===== config.mk =====
export PLATFORM = sky130hd
export DESIGN_NAME = hex_display_sequencer
export DESIGN_NICKNAME = d
export VERILOG_FILES = /design/src/rtl/hex_display_sequencer.sv
export SDC_FILE = /design/constraint.sdc
export NUM_CORES = 1
export LEC_CHECK = 0
export CAP_MARGIN = 20
export CELL_PAD_IN_SITES_DETAIL_PLACEMENT = 1
export CELL_PAD_IN_SITES_GLOBAL_PLACEMENT = 2
export CORE_ASPECT_RATIO = 2
export CORE_UTILIZATION = 25
export DETAILED_ROUTE_END_ITERATION = 10
export PLACE_DENSITY_LB_ADDON = 0.1
export SKIP_LAST_GASP = 1
export SLEW_MARGIN = 5
export SYNTH_ARGS = -nofsm -noshare
export SYNTH_HDL_FRONTEND = slang
export SYNTH_SLANG_ARGS = --single-unit

===== constraint.sdc =====
create_clock -name i_clk -period 4.4 [get_ports i_clk]
set_input_delay 0.88 -clock i_clk [delete_from_list [all_inputs] [get_ports i_clk]]
set_output_delay 0.88 -clock i_clk [all_outputs]
set_load 0.1 [all_outputs]

===== src/rtl/hex_display_sequencer.sv =====
// rtl/hex_display_sequencer.sv - output-buffer port arbiter with 32-bit hex display engine
// Optional HEX_LEADING_BLANK_EN blanks digits above the most significant non-zero nibble.
module hex_display_sequencer #(
   parameter logic [15:0] BASE_ADDR    = 16'h7020,
   parameter int unsigned STARVE_LIMIT = 4
) (
   input  logic        i_clk,
   input  logic        i_rst_n,
   input  logic [15:0] i_cpu_addr,
   input  logic [31:0] i_cpu_wr_data,
   input  logic        i_cpu_wr_en,
   input  logic        i_cpu_io_rd,
   input  logic        i_hex_valid,
   input  logic [31:0] i_hex_value,
   output logic        o_hex_ready,
   output logic        o_done,
   output logic        o_busy,
   output logic        o_cpu_stall,
   output logic [15:0] o_buf_addr,
   output logic [31:0] o_buf_wr_data,
   output logic        o_buf_wr_en
);

   typedef enum logic [1:0] {S_IDLE, S_WRITE, S_DONE} state_t;

   localparam logic [3:0] LP_LIMIT = 4'(STARVE_LIMIT);

   state_t      r_state, w_state_nxt;
   logic [2:0]  r_idx, w_idx_nxt;
   logic [3:0]  r_starve, w_starve_nxt;
   logic [31:0] r_value, w_value_nxt;
   logic        w_cpu_req;
   logic        w_eng_grant;
   logic [3:0]  w_nibble;
   logic [6:0]  w_digit;

   function automatic logic [6:0] f_seg(input logic [3:0] n);
      case (n)
         4'h0: f_seg = 7'h40;
         4'h1: f_seg = 7'h79;
         4'h2: f_seg = 7'h24;
         4'h3: f_seg = 7'h30;
         4'h4: f_seg = 7'h19;
         4'h5: f_seg = 7'h12;
         4'h6: f_seg = 7'h02;
         4'h7: f_seg = 7'h78;
         4'h8: f_seg = 7'h00;
         4'h9: f_seg = 7'h10;
         4'hA: f_seg = 7'h08;
         4'hB: f_seg = 7'h03;
         4'hC: f_seg = 7'h46;
         4'hD: f_seg = 7'h21;
         4'hE: f_seg = 7'h06;
         default: f_seg = 7'h0E;
      endcase
   endfunction

   assign w_cpu_req = i_cpu_wr_en | i_cpu_io_rd;
   assign w_nibble  = r_value[{r_idx, 2'b00} +: 4];

`ifdef HEX_LEADING_BLANK_EN
   logic [2:0] r_msd;
   logic [2:0] w_msd_in;

   always_comb begin
      w_msd_in = 3'd0;
      for (int k = 0; k < 8; k++) begin
         if (i_hex_value[4*k +: 4] != 4'h0) w_msd_in = 3'(k);
      end
   end

   // msd is captured alongside the value so later input changes cannot alter blanking
   always_ff @(posedge i_clk or negedge i_rst_n) begin
      if (!i_rst_n)                            r_msd <= 3'd0;
      else if (r_state == S_IDLE && i_hex_valid) r_msd <= w_msd_in;
   end

   assign w_digit = (r_idx > r_msd) ? 7'h7F : f_seg(w_nibble);
`else
   assign w_digit = f_seg(w_nibble);
`endif

   always_ff @(posedge i_clk or negedge i_rst_n) begin
      if (!i_rst_n) begin
         r_state  <= S_IDLE;
         r_idx    <= 3'd0;
         r_starve <= 4'd0;
         r_value  <= 32'd0;
      end else begin
         r_state  <= w_state_nxt;
         r_idx    <= w_idx_nxt;
         r_starve <= w_starve_nxt;
         r_value  <= w_value_nxt;
      end
   end

   always_comb begin
      w_state_nxt  = r_state;
      w_idx_nxt    = r_idx;
      w_starve_nxt = r_starve;
      w_value_nxt  = r_value;
      w_eng_grant  = 1'b0;
      o_hex_ready  = 1'b0;
      o_done       = 1'b0;
      o_busy       = 1'b0;
      o_cpu_stall  = 1'b0;

      case (r_state)
         S_IDLE: begin
            o_hex_ready  = 1'b1;
            w_starve_nxt = 4'd0;
            if (i_hex_valid) begin
               w_value_nxt = i_hex_value;
               w_idx_nxt   = 3'd0;
               w_state_nxt = S_WRITE;
            end
         end
         S_WRITE: begin
            o_busy      = 1'b1;
            w_eng_grant = !w_cpu_req || (r_starve == LP_LIMIT);
            if (w_eng_grant) begin
               o_cpu_stall  = w_cpu_req;
               w_idx_nxt    = r_idx + 3'd1;
               w_starve_nxt = 4'd0;
               if (r_idx == 3'd7) w_state_nxt = S_DONE;
            end else if (r_starve != LP_LIMIT) begin
               w_starve_nxt = r_starve + 4'd1;
            end
         end
         S_DONE: begin
            o_done       = 1'b1;
            o_busy       = 1'b1;
            w_starve_nxt = 4'd0;
            w_state_nxt  = S_IDLE;
         end
         default: w_state_nxt = S_IDLE;
      endcase

      // CPU path is a pure combinational pass-through whenever the engine is not granted
      if (w_eng_grant) begin
         o_buf_addr    = BASE_ADDR + {13'd0, r_idx};
         o_buf_wr_data = {25'd0, w_digit};
         o_buf_wr_en   = 1'b1;
      end else begin
         o_buf_addr    = i_cpu_addr;
         o_buf_wr_data = i_cpu_wr_data;
         o_buf_wr_en   = i_cpu_wr_en;
      end
   end

endmodule

Yosys cells after proc, flatten, opt, wreduce, memory -nomap -nowiden:

Memory sizes are Yosys's and may differ from the RTL's.
Cells that the tools add are included.

* flip-flop bits (word level): 41
* bits in latches: 0
* RAM bits: 0
* ROM bits: 112
* output and inout bits: 53
* logic and storage cells: 49
* memories: 1

Memories
* (name not given): words 16, width 7, read ports 1, clocked after memory_dff 0, write ports 0, RTL line 38 `case (n)`

* add/sub/neg operators: 3
* multipliers: 0
* div/mod/pow operators: 0
* order comparisons: 0
* equality and inequality tests: 9
* shift operators: 1
* muxes and demuxes: 19
* bitwise logic cells: 1
* reductions and logical operators: 11

Operator list (number)
* $mux 32: 1
* $shiftx 32x6->4: 1
* $add 15x3->16 const A: 1
* $mux 16: 1
* $mux 4: 2
* $pmux 4 s2: 1
* $mux 1: 7
* $mux 2: 3
* $mux 3: 2
* $ne 2x2->1 const B: 3
* $pmux 3 s2: 1
* $reduce_and 3->1: 2
* $add 4x1->4 const B: 1
* $eq 4x3->1 const B: 1
* $ne 4x3->1 const B: 1
* $pmux 2 s2: 1
* $reduce_and 2->1: 2
* $reduce_bool 2->1: 2
* $reduce_or 2->1: 2
* $add 3x1->3 const B: 1
* $eq 3x3->1 const B: 1
* $ne 3x3->1 const B: 1
* $eq 2x1->1 const B: 1
* $eq 2x2->1 const B: 1
* 4 further kinds: 4

Longest topological paths before layout:

Gate-level depths: netlist of run 1.

* word-level depth: 5
* depth in mapped cells: 9
* depth with buffers taken out: 8

Least setup slack after synthesis of run 1:

OpenSTA, ideal clock, no wires.

* path kind: flip-flop to output port
* start point: reg r_idx[0]
* end point: out o_buf_wr_data[3]
* data arrival time: 4.355 ns
* required time: 3.520 ns
* path slack: -0.835 ns
* stages on the path, launching flop included: 8
* cell sequence: dfrtp_1 -> buf_6 -> mux4_1 -> mux2i_1 -> ha_1 -> nor2_1 -> a2111oi_2 -> a311oi_1

* cells in the longest elaborated chain, start to end: 3

RTL lines
* from (decl): RTL line 29 `logic [2:0] r_idx, w_idx_nxt;`
* from (signal assigned): RTL line 91 `r_idx <= w_idx_nxt;`
* $shiftx 32x6->4: RTL line 59 `assign w_nibble = r_value[{r_idx, 2'b00} +: 4];`
* $mem_v2 16x7
* $mux 32: RTL line 140 `if (w_eng_grant) begin`
* to (decl): RTL line 20 `output logic [31:0] o_buf_wr_data,`

No other way between the ends.

Worst setup path after layout of run 1:

* start point: reg r_idx[0]
* end point: out o_buf_wr_data[4]

The elaborated chain is that of the path after synthesis.

==> results of run 1 <==
-- where the power goes --
part           switching [mW]  leakage (nW)  internal (mW)
Combinational            1.28          1.46          0.910
Clock                   0.144        0.0768          0.225
Sequential              0.129         0.495          0.552
Total                    1.55          2.03           1.69
-- kinds of logic after synthesis --
| family | after synthesis | synth area share [%] |
|---|---|---|
| simple gates | 84 | 17.2 |
| mux | 51 | 25.6 |
| flops | 41 | 38.2 |
| compound gates | 31 | 7.56 |
| buf+inv | 23 | 4.10 |
| fa+ha+maj | 15 | 7.00 |
| xor+xnor | 1 | 0.327 |
-- layer usage --
layer	vias to the layer above	global-route usage [%]	routed length (um)
met5	-	0	0
li1	1120	-	-
met3	12	3.18	658
met1	1108	13.5	2500
met2	114	30.2	4640
met4	0	6.02	184
-- critical path, stage by stage, from the launching register on --
cell	delay, ps
dfrtp_1	610
mux4_1	620
mux2i_1	390
inv_1	160
ha_1	230
nor3_1	180
a21oi_1	80
a21oi_1	280
buf_12	210
-- final timing paths --
check / endpoint / slack [ps] / cells after the start
worst max-delay path: o_buf_wr_data[4] / 440 / 8
worst min-delay path: r_starve[3]$_DFFE_PN0P_ / 490 / 1
worst max register to register: r_state[0]$_DFFE_PN0P_ / 2560 / 7
worst min register to register: r_starve[3]$_DFFE_PN0P_ / 490 / 1
max in group asynchronous: r_value[4]$_DFFE_PN0P_ / 3080 / 1
min in group asynchronous: r_value[21]$_DFFE_PN0P_ / 740 / 1
-- sequential cells by signal, summed over array words and instances, names as in the netlist --
name,cells
r_idx,3
r_starve,4
r_state,2
r_value,32
-- Yosys cell counts, drive strengths merged --
library cell and instances:
mux2i 7, xnor2 1, nand3b 1, and2 35, nand2b 9, ha 15, o21ai 9, nor2 10
a22o 5, o31ai 1, dfrtp 41, inv 8, buf 7, nand2 18, nand3 3, nor2b 2
nor3 2, mux4 8, or3 1, nor4 1, nor4b 1, clkbuf 8, or2 1, mux2 36
o211ai 1, o2bb2ai 1, a2111oi 1, o21a 2, a21oi 10, a311oi 1
-- per-stage QoR --
| step | cell area [um^2] | total power [mW] | util, % | hold WS (ps) | std cells |
|---|---|---|---|---|---|
| after floorplan | 2690 | 2.23 | - | 437 | 246 |
| after global placement | 4660 | 2.88 | 44.5 | 459 | 509 |
| after detailed placement | 4660 | 2.91 | 44.5 | 487 | 509 |
| after CTS | 4820 | 3.30 | 46.0 | 500 | 517 |
| after global routing | 4820 | 3.44 | 46.0 | 515 | 517 |
| final | 4820 | 3.24 | 46.0 | 492 | 517 |
-- cell usage in the layout, fill, tap and decap left out, types with 2 or more instances in the layout --
| master | count |
|---|---|
| dfrtp_1 | 41 |
| nor2b_1 | 2 |
| buf_4 | 5 |
| inv_1 | 8 |
| and2_1 | 35 |
| mux4_2 | 3 |
| nor3_1 | 2 |
| ha_1 | 15 |
| nor2_1 | 10 |
| nand3_1 | 3 |
| mux2_2 | 36 |
| nand2_1 | 17 |
| mux4_1 | 5 |
| o21ai_0 | 7 |
| a22o_1 | 4 |
| o21a_1 | 2 |
| buf_12 | 49 |
| mux2i_1 | 6 |
| nand2b_1 | 9 |
| clkbuf_16 | 5 |
| o21ai_1 | 2 |
| a21oi_1 | 10 |
| clkdlybuf4s50_1 | 86 |
-- final cells by class --
class,instances,area [um^2],area share (%)
inverter,8,30.0,0.623
timing repair buffer,141,1880,39.1
clock buffer,6,139,2.88
tap,137,171,3.56
clock inverter,2,13.8,0.286
sequential,41,1030,21.3
multi-input combinational,182,1550,32.2
==> key figures, run 1 <==
Floorplanning
  • Io pins: 138
  • Core Rows: 53
  • Core ar.: 10500 um^2
  • Full die area: 11200 um^2
  • Die width: 75.2 um
  • Die height: 148 um
  • Starting Density: 25.6%

Power and ir drop
  • Peak VDD IR: 0.000326 V
  • Pwr/cell area: 672 nW/um^2
  • Lkg Pwr: 2.03 nW

STA
  • FMAX: 0.253 GHz
  • RSZ-0062 raised after global routing: false
  • Slew @ Worst Pin: 963 ps
  • Slew Viols, Final: 0
  • Period minus WS final: 3960 ps
  • Setup TNS: 0 ps
  • Final WS setup: 445 ps
  • Final worst-path cycle share: 89.9%
  • Final setup fails: 0
  • Clock Skew: 11.2 ps
  • Slew Limit Headroom: 35.6%
  • Hold Fails Final Rpt: 0

Setup path
  • CP endpoint kind: output port
  • RR Startpoint: r_starve[0]$_DFFE_PN0P_
  • Critical path class: reg -> out
  • Crit path DAT: 3080 ps
  • Critical path peak fanout: 9
  • Worst Path Required: 3520 ps
  • Startpoint Class: flip-flop
  • Crit path from: r_idx[0]$_DFFE_PN0P_

Hold path
  • HP Start: r_starve[3]$_DFFE_PN0P_
  • Hold WC Path Type: reg -> reg

Placed design
  • DP HPWL: 6730 um
  • Input/output buffers: 137
  • Final GP Congestion: 0.754
  • Dpl ws: 673 ps

CTS
  • CTS tree: built
  • CTS Buf Count: 5
  • Worst-path clk slew: 60 ps
  • CTS-repair resized insts: 0
  • CTS hold repair buffers: 0
  • Num Clock Sinks: 41
  • H-tree depth: 2
  • Worst-Skew Late Latency: 290 ps
  • CTS Root Cell: clkbuf_16
  • Clock tree buffer depth: 2
  • Setup Buffers After CTS: 0

Finish
  • Fin nets: 479
  • # diodes: 0
  • Filler Cells Inserted: 1147
  • Layout area overhead: 79.6%
  • Ratio of cells with drive above 1 in the final layout: 28.2%

Detailed routing
  • Number of vias per cell: 4.55
  • WL final: 7990 um
  • Drt first pass iters: 3
  • Vias: 2354
  • Initial drt markers: 26
  • Drt drc: 0
  • DRT antenna net count: 0
  • WL/cell: 15.5 um

Synthesis
  • Ys Warns: 0
  • Yosys cell types: 37
  • Synth Area per Inst: 10.9 um^2
  • Yosys top cell by area: dfrtp_1
  • Mapped Area: 2680 um^2
  • Seq/Total Area, Yosys: 38.2%
  • Dominant cells by area after synthesis: dfrtp_1 38%, mux2_2 15%, and2_1 8.2%
  • Cells after synthesis: 246
  • Area share of the largest cell type after synthesis: 38.2%
  • Synth Net Count: 346
  • Register bit total from synthesis: 41

GRT
  • Antenna violations before repair: 0
  • First-pass GRT wire length: 12300 um
  • Largest net degree at the start of global routing: 49
  • Vias in the first global route: 2548
  • Global Route Usage Sum: 15.0%
  • Grt ovf: 0

Job
  • Max-Cap Viols: 0

Status
  • Status: completed
Power figures use the tool's default switching activity.
==> run 2: changes to the inputs <==
CAP_MARGIN = 25   (was 20)
MAX_ROUTING_LAYER = met4   (was default)
==> key figures, run 2 (synthesized netlist as in run 1, its figures left out) <==
Finish
  • Most flop-heavy register: r_value
  • Layout area overhead: 80.3%
  • Max reg flops: 32 (unchanged)
  • # diodes: 0 (unchanged)
  • Fin nets: 480 (+0.21%)
  • Most common cell after layout, fill and taps aside: clkdlybuf4s50_1
  • Biggest regs: r_value x32, r_starve x4, r_idx x3
  • Post-Layout Cell Count: 518 (+0.19%)
  • Ratio of cells with drive above 1 in the final layout: 28.3% (+0.19 points)
  • FF/Latch Area: 1030 um^2 (unchanged)
  • Most frequent cells in the layout: 86 x clkdlybuf4s50_1, 50 x buf_12, 41 x dfrtp_1
  • Filler Cells Inserted: 1145 (-0.17%)
  • Multi-input gate area: 1550 um^2 (unchanged)

STA
  • Slew Viols, Final: 0 (unchanged)
  • RSZ-0062 raised after global routing: false
  • FMAX: 0.253 GHz (about the same)
  • Final WS setup: 442 ps (-3.31 ps)
  • Setup TNS: 0 ps (unchanged)
  • Slew @ Worst Pin: 963 ps (+0.000596 ps)
  • Hold Fails Final Rpt: 0 (unchanged)
  • Slew Limit Headroom: 35.6% (unchanged)
  • Period minus WS final: 3960 ps (+3.31 ps)
  • Clock Skew: 11.5 ps (+0.351 ps)
  • Final worst-path cycle share: 90.0% (about the same)
  • Final setup fails: 0 (unchanged)

Setup path
  • Cell Chain, Critical Path: mux4_1, mux2i_1, inv_1, ha_1, nor3_1, a21oi_1, a21oi_1, buf_12
  • CP bufs+invs: 2 (unchanged)
  • Largest stage delay, worst path: 620 ps (about the same)
  • Crit path DAT: 3080 ps (about the same)
  • Crit-path slowest cell: mux4_1
  • CP most frequent cell: a21oi_1
  • CP endpoint kind: output port
  • Crit-path leading delay family: multiplexers
  • Startpoint Class: flip-flop
  • Critical path class: reg -> out
  • Worst Path Required: 3520 ps (about the same)
  • Critical path peak fanout: 9 (unchanged)

CTS
  • Clock tree buffer depth: 2 (unchanged)
  • CTS-repair resized insts: 0 (unchanged)
  • Worst-path clk slew: 60 ps (about the same)
  • CTS Buf Count: 5 (unchanged)
  • CTS Root Cell: clkbuf_16
  • H-tree depth: 2 (unchanged)
  • CTS tree: built
  • Worst-Skew Late Latency: 290 ps (about the same)
  • CTS hold repair buffers: 0 (unchanged)
  • Setup Buffers After CTS: 0 (unchanged)
  • Num Clock Sinks: 41 (unchanged)

Placed design
  • Dpl ws: 673 ps (unchanged)
  • Input/output buffers: 137 (unchanged)
  • Final GP Congestion: 0.763 (+1.3%)
  • DP HPWL: 6730 um (unchanged)
  • Placed Cells incl. Taps: 509 (unchanged)

Power and ir drop
  • Clock power frac: 11.4% (about the same)
  • Total power: 3.24 mW (+0.14%)
  • Peak VDD IR: 0.000325 V (-0.17%)
  • Pwr/cell area: 670 nW/um^2 (-0.28%)
  • Switching share of power: 47.9% (about the same)
  • Register share of total power: 21.0% (about the same)
  • Lkg Pwr: 2.04 nW (+0.46%)
  • Comb pwr share: 67.6% (about the same)
  • Switch Pwr: 1.55 mW (+0.15%)
  • Internal: 1.69 mW (+0.12%)

Detailed routing
  • Vias: 2362 (+0.34%)
  • Number of vias per cell: 4.56 (+0.15%)
  • Drt first pass iters: 3 (unchanged)
  • DRT antenna net count: 0 (unchanged)
  • Initial drt markers: 41 (+58%)
  • WL final: 8010 um (+0.26%)
  • WL/cell: 15.5 um (about the same)
  • Drt drc: 0 (unchanged)

GRT
  • Largest net degree at the start of global routing: 49 (unchanged)
  • Antenna violations before repair: 0 (unchanged)
  • Global Route Usage Sum: 15.4% (+0.40 points)
  • Vias in the first global route: 2550 (+0.078%)
  • First-pass GRT wire length: 12300 um (+0.17%)
  • Grt ovf: 0 (unchanged)

Floorplanning
  • Starting Density: 25.6% (unchanged)
  • Full die area: 11200 um^2 (unchanged)
  • Die width: 75.2 um (unchanged)
  • Core ar.: 10500 um^2 (unchanged)
  • Core Rows: 53 (unchanged)
  • Io pins: 138 (unchanged)
  • Die height: 148 um (unchanged)

Hold path
  • Hold WC Path Type: in -> async

Status
  • Status: completed

Job
  • Max-Cap Viols: 0 (unchanged)
## run 2: changes by cell type in the layout (fill, tap and decap cells not counted), sizes merged
cell	before	now
buf	55	56
## run 2: layout make-up
type	count	share of cell area (%)
Multi-Input combinational cell	182	32.1
Timing Repair Buffer	142	39.4
Inverter	8	0.621
Tap cell	137	3.54
Sequential cell	41	21.2
Clock buffer	6	2.87
Clock inverter	2	0.285
## run 2: path summary, 6_finish.rpt
| kind | from | endpoint | slack, ps | cells after the start |
|---|---|---|---|---|
| worst max-delay path | r_idx[0]$_DFFE_PN0P_ | o_buf_wr_data[4] | 440 | 8 |
| worst min-delay path | i_rst_n | r_value[21]$_DFFE_PN0P_ | 400 | 1 |
| worst max register to register | r_starve[0]$_DFFE_PN0P_ | r_state[0]$_DFFE_PN0P_ | 2550 | 7 |
| worst min register to register | r_starve[3]$_DFFE_PN0P_ | r_starve[3]$_DFFE_PN0P_ | 490 | 1 |
| max in group asynchronous | i_rst_n | r_value[4]$_DFFE_PN0P_ | 3580 | 2 |
| min in group i_clk | r_starve[3]$_DFFE_PN0P_ | r_starve[3]$_DFFE_PN0P_ | 490 | 1 |
## run 2: power by group through the flow
stage / registers, mW / clock network [mW] / logic, mW
global placement: 0.685 / 0 / 2.19
floorplan: 0.617 / 0 / 1.61
finish: 0.682 / 0.370 / 2.19
CTS: 0.689 / 0.385 / 2.23
global route: 0.712 / 0.400 / 2.33
detailed placement: 0.697 / 0 / 2.22
## run 2: routing by layer
layer  global-route usage [%]  vias to the layer above  wire, um
li1                         -                     1123         -
met1                     13.5                     1109      2510
met2                     30.0                      115      4660
met3                     3.18                       15       651
met4                     6.02                        0       185
met5                        -                        -         0
## run 2: through the flow
step / hold WS (ps) / util (%) / area, um^2
global placement: 459 / 44.5 / 4660
detailed placement: 487 / 44.5 / 4660
finish: 403 / 46.2 / 4840
CTS: 500 / 46.0 / 4820
floorplan: 437 / - / 2690
global route: 399 / 46.2 / 4840
## run 2: worst reg2reg max path, stage by stage (launching register included)
cell	delay, ps
dfrtp_1	430
inv_1	80
ha_1	150
nand3b_1	120
o21ai_1	280
nand2_1	120
a21oi_1	210
mux2_2	350
==> run 3: changes to the inputs <==
CTS_CLUSTER_SIZE = 16   (was default)
==> results of run 3 <==
The final DEF is identical to that of run 2; final timing and power are the same.
